`src/rtl/data_mem_arbiter.sv`:
```
// Two-port arbiter in front of a single-ported data memory (port 0 = core LSU, port 1 = debug/DMA loader).
// Latency: grant is combinational in the request cycle; read data returns one cycle after the grant.
// Backpressure: a denied request simply gets no grant and must be held. Port 1 is starved at most MAX_WAIT cycles.
//
// Ports:
//   clk, rst                     - sole clock; asynchronous active-high reset
//   pN_req/we/byte_en/addr/wdata - per-port request (N = 0, 1)
//   pN_gnt                       - request accepted this cycle (combinational)
//   pN_rvalid/pN_rdata           - registered read response; rdata is zero unless this port owns the response
//   mem_*                        - memory command for the granted port; mem_read_data returns one cycle later
module data_mem_arbiter #(
  parameter int ADDR_W   = 18,
  parameter int MAX_WAIT = 4    // legal range 1..15
) (
  input  logic              clk,
  input  logic              rst,

  input  logic              p0_req,
  input  logic              p0_we,
  input  logic [3:0]        p0_byte_en,
  input  logic [ADDR_W-1:0] p0_addr,
  input  logic [31:0]       p0_wdata,
  output logic              p0_gnt,
  output logic              p0_rvalid,
  output logic [31:0]       p0_rdata,

  input  logic              p1_req,
  input  logic              p1_we,
  input  logic [3:0]        p1_byte_en,
  input  logic [ADDR_W-1:0] p1_addr,
  input  logic [31:0]       p1_wdata,
  output logic              p1_gnt,
  output logic              p1_rvalid,
  output logic [31:0]       p1_rdata,

  output logic              mem_write,
  output logic [3:0]        mem_byte_en,
  output logic [ADDR_W-1:0] mem_write_addr,
  output logic [ADDR_W-1:0] mem_read_addr,
  output logic [31:0]       mem_write_data,
  input  logic [31:0]       mem_read_data
);

  localparam logic [3:0] MAX_WAIT_C = 4'(MAX_WAIT);

  // Starvation counter for port 1 and the single outstanding-read record.
  logic [3:0] wait_q, wait_d;
  logic       rd_pend_q, rd_pend_d;
  logic       rd_own_q, rd_own_d;   // 0 = port 0 owns the response, 1 = port 1

  logic force1;
  logic p1_win;

  // Once port 1 has been denied MAX_WAIT cycles in a row it takes priority
  // until it is served; the counter stops incrementing at the threshold so
  // force1 stays asserted for as long as port 1 keeps waiting.
  assign force1 = (wait_q == MAX_WAIT_C);

  // Port 1 wins if it is alone, or if it has been starved long enough.
  assign p1_win = p1_req && (!p0_req || force1);

  // Reset gates the grants combinationally so nothing reaches memory while
  // rst is high, even in the cycle it first asserts.
  assign p1_gnt = !rst && p1_win;
  assign p0_gnt = !rst && p0_req && !p1_win;

  // Memory command mux. Idle cycles drive an all-zero command so the memory
  // never sees stale addresses or byte enables.
  always_comb begin
    mem_write      = 1'b0;
    mem_byte_en    = 4'b0000;
    mem_write_addr = '0;
    mem_read_addr  = '0;
    mem_write_data = 32'h0;
    if (p0_gnt) begin
      mem_write      = p0_we;
      mem_byte_en    = p0_byte_en;
      mem_write_addr = p0_addr;
      mem_read_addr  = p0_addr;
      mem_write_data = p0_wdata;
    end else if (p1_gnt) begin
      mem_write      = p1_we;
      mem_byte_en    = p1_byte_en;
      mem_write_addr = p1_addr;
      mem_read_addr  = p1_addr;
      mem_write_data = p1_wdata;
    end
  end

  // Wait counter: counts consecutive denied cycles of port 1, cleared when
  // port 1 is served or drops its request.
  always_comb begin
    wait_d = wait_q;
    if (!p1_req || p1_gnt) begin
      wait_d = 4'd0;
    end else if (!force1) begin
      wait_d = wait_q + 4'd1;
    end
  end

  // A granted read produces exactly one response next cycle; writes
  // (including byte_en == 0 writes) never produce a response.
  always_comb begin
    rd_pend_d = (p0_gnt || p1_gnt) && !mem_write;
    rd_own_d  = p1_gnt;
  end

  always_ff @(posedge clk or posedge rst) begin
    if (rst) begin
      wait_q    <= 4'd0;
      rd_pend_q <= 1'b0;
      rd_own_q  <= 1'b0;
    end else begin
      wait_q    <= wait_d;
      rd_pend_q <= rd_pend_d;
      rd_own_q  <= rd_own_d;
    end
  end

  // Responses come straight from the memory's registered read port; the
  // pending flag is cleared asynchronously so a read in flight when reset
  // hits is dropped rather than delivered later.
  assign p0_rvalid = rd_pend_q && !rd_own_q;
  assign p1_rvalid = rd_pend_q &&  rd_own_q;
  assign p0_rdata  = p0_rvalid ? mem_read_data : 32'h0;
  assign p1_rdata  = p1_rvalid ? mem_read_data : 32'h0;

endmodule

```
`config.mk`:
```
export PLATFORM = sky130hd
export DESIGN_NAME = data_mem_arbiter
export DESIGN_NICKNAME = d
export VERILOG_FILES = /design/src/rtl/data_mem_arbiter.sv
export SDC_FILE = /design/constraint.sdc
export NUM_CORES = 1
export LEC_CHECK = 0
export CAP_MARGIN = 20
export CORE_AREA = 10 10 103 105
export DETAILED_ROUTE_END_ITERATION = 10
export DIE_AREA = 0 0 113 115
export GPL_ROUTABILITY_DRIVEN = 0
export GPL_TIMING_DRIVEN = 0
export HOLD_SLACK_MARGIN = 0.02
export PLACE_DENSITY_LB_ADDON = 0.15
export SLEW_MARGIN = 20
export SYNTH_ARGS = -nofsm -noshare
export SYNTH_HDL_FRONTEND = slang
export SYNTH_SLANG_ARGS = --single-unit
```
`constraint.sdc`:
```
create_clock -name clk -period 5.5 [get_ports clk]
set_clock_uncertainty 0.1 [all_clocks]
set_input_delay 1.1 -clock clk [delete_from_list [all_inputs] [get_ports clk]]
set_output_delay 1.1 -clock clk [all_outputs]
set_load 0.005 [all_outputs]
```
== After elaboration in Yosys (flattened, before gate mapping) ==
Cells that the tools add are included.

* Flip-flop bits (word level): 6
* Output and inout port bits: 141
* Input port bits: 146

* Equality and inequality tests: 2
* Reduce and logical (&&, ||, !) cells: 16
* Add/subtract/negate cells: 1
* Mux-type cells: 12

{| class="wikitable"
|+ Operator list
! kind !! number
|-
| $mux W32 || 4
|-
| $mux W18 || 2
|-
| $mux W4 || 4
|-
| $logic_and A1 B1 Y1 || 7
|-
| $logic_not A1 Y1 || 6
|-
| $add A4 B1 Y4 const B || 1
|-
| $eq A4 B3 Y1 const B || 1
|-
| $logic_or A1 B1 Y1 || 3
|-
| $mux W1 || 2
|-
| $ne A2 B1 Y1 const B || 1
|}

== Longest topological paths before layout ==
* Depth in word-level cells: 8
* Mapped depth: 8

== Least setup slack after synthesis ==
Ideal clock, no wire load.

* Path type: input to output
* Start: input port p1_req
* End: output port mem_write_addr[0]
* Data arrival time: 2088 ps
* Path buffers: 3
* Stages on the path: 6
* Setup slack: 2212 ps
* Cells stage by stage: inv_1 o211a_1 buf_4 buf_6 a22o_1 buf_4

* Longest elaborated chain between the ends: 4
* Elaborated cells between the ends (all ways): 6
* Classes of those cells: mux: 2; reduce/logical: 4

{| class="wikitable"
|+ Ends and longest elaborated chain
! element !! line !! source
|-
| from (decl) || 27 || <nowiki>input logic p1_req,</nowiki>
|-
| $logic_and A1 B1 Y1 * || 60 || <nowiki>assign p1_win = p1_req && (!p0_req || force1);</nowiki>
|-
| $logic_and A1 B1 Y1 / $logic_not A1 Y1 (equally long branches) || 64, 65 ||
|-
| $mux W18 / $logic_and A1 B1 Y1 (equally long branches) || - ||
|-
| $mux W18 * || - ||
|-
| to (decl) || 38 || <nowiki>output logic [ADDR_W-1:0] mem_write_addr,</nowiki>
|}

Mark *: on every way between the ends. The rest lies on a longest branch, timed or not.

== Worst setup path after layout ==
* Start: input port rst
* End: output port mem_write_addr[3]

* Longest elaborated chain between the ends: 4
* Elaborated cells between the ends (all ways): 6
* Classes of those cells: mux: 2; reduce/logical: 4

{| class="wikitable"
|+ Ends and longest elaborated chain
! element !! line !! source
|-
| from (decl) || 16 || <nowiki>input logic rst,</nowiki>
|-
| $logic_not A1 Y1 (no source line) * || - ||
|-
| $logic_and A1 B1 Y1, on equally long branches || 64, 65 ||
|-
| $mux W18 / $logic_and A1 B1 Y1 (equally long branches) || 81, 65 ||
|-
| $mux W18 * || 75 || <nowiki>if (p0_gnt) begin</nowiki>
|}

Marked as above.

==> flow_summary.yaml <==
place:
  dp_slack_ns: 0.8886
  dpl.hpwl_mm: 10.80
  io_buffers: 286
  placed_cells: 583
synthesis:
  synth_compound_area_frac: 0.3562
  synthTopCellsByCount: "a22o_1, and2_1, and3_1"
  synthFlopType: "dfrtp_1"
  synth-edff-count: 0
  synth_top_family_by_area: "compound AO/OA/AOI/OAI gates"
  yosysWarnings: 0
  synth_seq_area_share: 0.1018
  synth_xor_area_frac: 0.01187
  synth_seq_cells: 6
  avgSynthCellArea_um2: 7.805
  synthMuxAreaShare: 0.01357
  synthSimpleGateAreaFrac: 0.3096
  synth_top_area_frac: 0.3325
  yosysMostFrequentCell: "a22o_1"
  synth_top_area_cell: "a22o_1"
  synthTopCellsByArea: "a22o_1, and2_1, and3_1, buf_4, dfrtp_1"
  synthAdderAreaFrac: 0.01696
  synth_area_um2: 1475
  ys_async_sr_fraction: 1.000
  synthCells: 189
  ys_types: 21
  syn_nets: 337
run:
  max_cap_violations: 0
floorplanning:
  die_h_um: 115
  io_pins: 287
  coreArea_um2: 8551
  die-area_um2: 13000
  die_x_um: 113
  num_rows: 34
  start_util: 0.1725
cells_and_area:
  area_delta_synth_final_pct: 206.0
  fillCellCount: 815
  final_cells: 586
  nets: 628
  drive_gt1_frac: 0.06904
  diodes: 0
grt:
  grt_overflow: 0
  grt_util_all_layers: 0.1668
  grt_max_degree: 12
  antenna_found_initial: 0
  grt_pass1_wl_mm: 17.28
  grt_pass1_vias: 2858
sta:
  hold_viol: 0
  setup_tns_ns: 0
  rsz0062_at_grt: "no"
  worst_pin_slew_ns: 0.4560
  final-setup-viol-count: 0
  max_freq_mhz: 219.6
  final.period_utilization: 0.8278
  fin_ws_ns: 0.9472
  whs_ns: 0.5128
  slew_viol_final: 0
  relSlewSlack: 0.6960
  fin_crit_ns: 4.553
detailed_routing:
  dr.first_iter.drc_count: 62
  wl_per_cell_um: 20.37
  routed-via-count: 2612
  drcViolationCount: 0
  vias_per_cell: 4.457
  drt_pass1_iterations: 3
  ant_nets: 0
  wl_mm: 11.93
worst_hold_path:
  hold_path_class: "reg2reg"
  min_from: "wait_q[0]"
  hold_depth: 2
  hold_end: "wait_q[0]"
worst_setup_path:
  cp-end-kind: "output pin"
  crit_type: "in2out"
  max_stage_delay_ns: 0.51
  crit_slowest_cell: "clkdlybuf4s50_1"
  r2r-end: "rd_pend_q"
  crit_family: "buffers and inverters"
  worst_ep_arrival_time_ns: 3.35
  critical_path.startpoint_type: "input pin"
  path_max_fanout: 10
  r2r_cells: 6
  worstReg2RegStart: "wait_q[0]"
  crit_chain: "clkdlybuf4s50_1 > inv_1 > o211a_1 > clkbuf_1 > a22o_1 > buf_4 > clkdlybuf4s50_1"
  regToRegSetupSlack_ns: 3.74
  crit_cells: 7
  worstPathRequired_ns: 4.30
  crit_top_cell: "clkdlybuf4s50_1"
  path_buf_inv: 5
clocking:
  clock_sinks: 6
  clk_pin_slew_ns: 0.03
  cts.repair.resized: 0
  clock_path_buffers: 2
  cts_buffers: 3
  cts_root_buffer: "clkbuf_8"
  cts_tree: "done"
  htreeDepth: 1
  holdBufCountCts: 0
  postCtsSetupBuffers: 0
  clk_latency_ns: 0.22
power_and_ir_drop:
  ir_worst_vdd_mv: 0.03956
  p_leak_nw: 1.913
  powerDensity_nw_per_um2: 93.73
status:
  outcome: "finished clean"
## cells in the final DEF (no fill, tap or decap)
master           netlist  final
and2_1                33     33
dfrtp_1                6      6
xnor2_1                2      2
buf_2                  2      2
clkdlybuf4s50_1        0    286
a211oi_2               1      1
buf_6                  3      3
inv_1                  6      6
clkbuf_1              11     11
nand3_1                1      1
ha_1                   2      2
clkbuf_8               0      3
buf_4                 23     23
nand3b_4               1      1
a211oi_1               1      1
mux2i_1                2      2
nor3_1                 3      3
a21oi_1                1      1
nor2_1                 1      1
nor2b_1                1      1
a22o_1                56     56
o211a_1                1      1
and3_1                32     32
## worst reg2reg max path, stage by stage (launching register included)
cell      delay [ns]
dfrtp_1         0.41
inv_1           0.07
ha_1            0.22
nand3b_4        0.14
o211a_1         0.26
buf_4           0.19
a22o_1          0.25
## per-stage QoR
step           power, mW  utilization  area [um2]
2_1_floorplan     0.1388            -        1475
3_3_place_gp      0.3595       0.5231        4473
3_5_place_dp      0.3624       0.5231        4473
4_1_cts           0.4304       0.5279        4514
5_1_grt           0.4524       0.5279        4514
6_report          0.4231       0.5279        4514
## power breakdown
group | switching (mW) | leakage, nW | total, mW | internal, mW
clock network | 0.0179 | 0.0216 | 0.0648 | 0.0469
logic | 0.0924 | 1.81 | 0.307 | 0.215
registers | 0.00379 | 0.0808 | 0.0510 | 0.0472
total | 0.114 | 1.91 | 0.423 | 0.309
## kinds of logic after synthesis
| logic type | after synthesis |
|---|---|
| buf+inv | 45 |
| simple gates | 72 |
| flops | 6 |
| mux | 2 |
| compound gates | 60 |
| fa+ha+maj | 2 |
| xor+xnor | 2 |
## flip-flops by register name, indices dropped and copies added, names as in the netlist
register,cells
rd_own_q,1
rd_pend_q,1
wait_q,4
## final cells by class
cell class	count	area, um2	area share
timing repair buffer	286	2863	0.6341
inverter	6	22.52	0.004989
tap	108	135.1	0.02993
buffer	39	257.7	0.05710
multi-input combinational	138	1045	0.2314
clock buffer	3	41.29	0.009146
sequential	6	150.1	0.03326
## how the worst max path moves through the flow
stage                                   end    from
final                     mem_write_addr[3]     rst
after global routing      mem_write_addr[3]     rst
after CTS                 mem_write_addr[3]     rst
after detailed placement  mem_write_addr[3]     rst
after global placement    mem_write_addr[3]     rst
after floorplan           mem_write_addr[0]  p1_req
## layer usage
| layer | routed length [um] | up-vias | track usage |
|---|---|---|---|
| li1 | - | 1266 | - |
| met1 | 3813 | 1165 | 0.1483 |
| met2 | 6052 | 172 | 0.3099 |
| met3 | 1927 | 9 | 0.1115 |
| met4 | 141 | 0 | 0.03130 |
| met5 | 0 | - | 0 |
No activity file was read; power rests on OpenSTA's default activity.
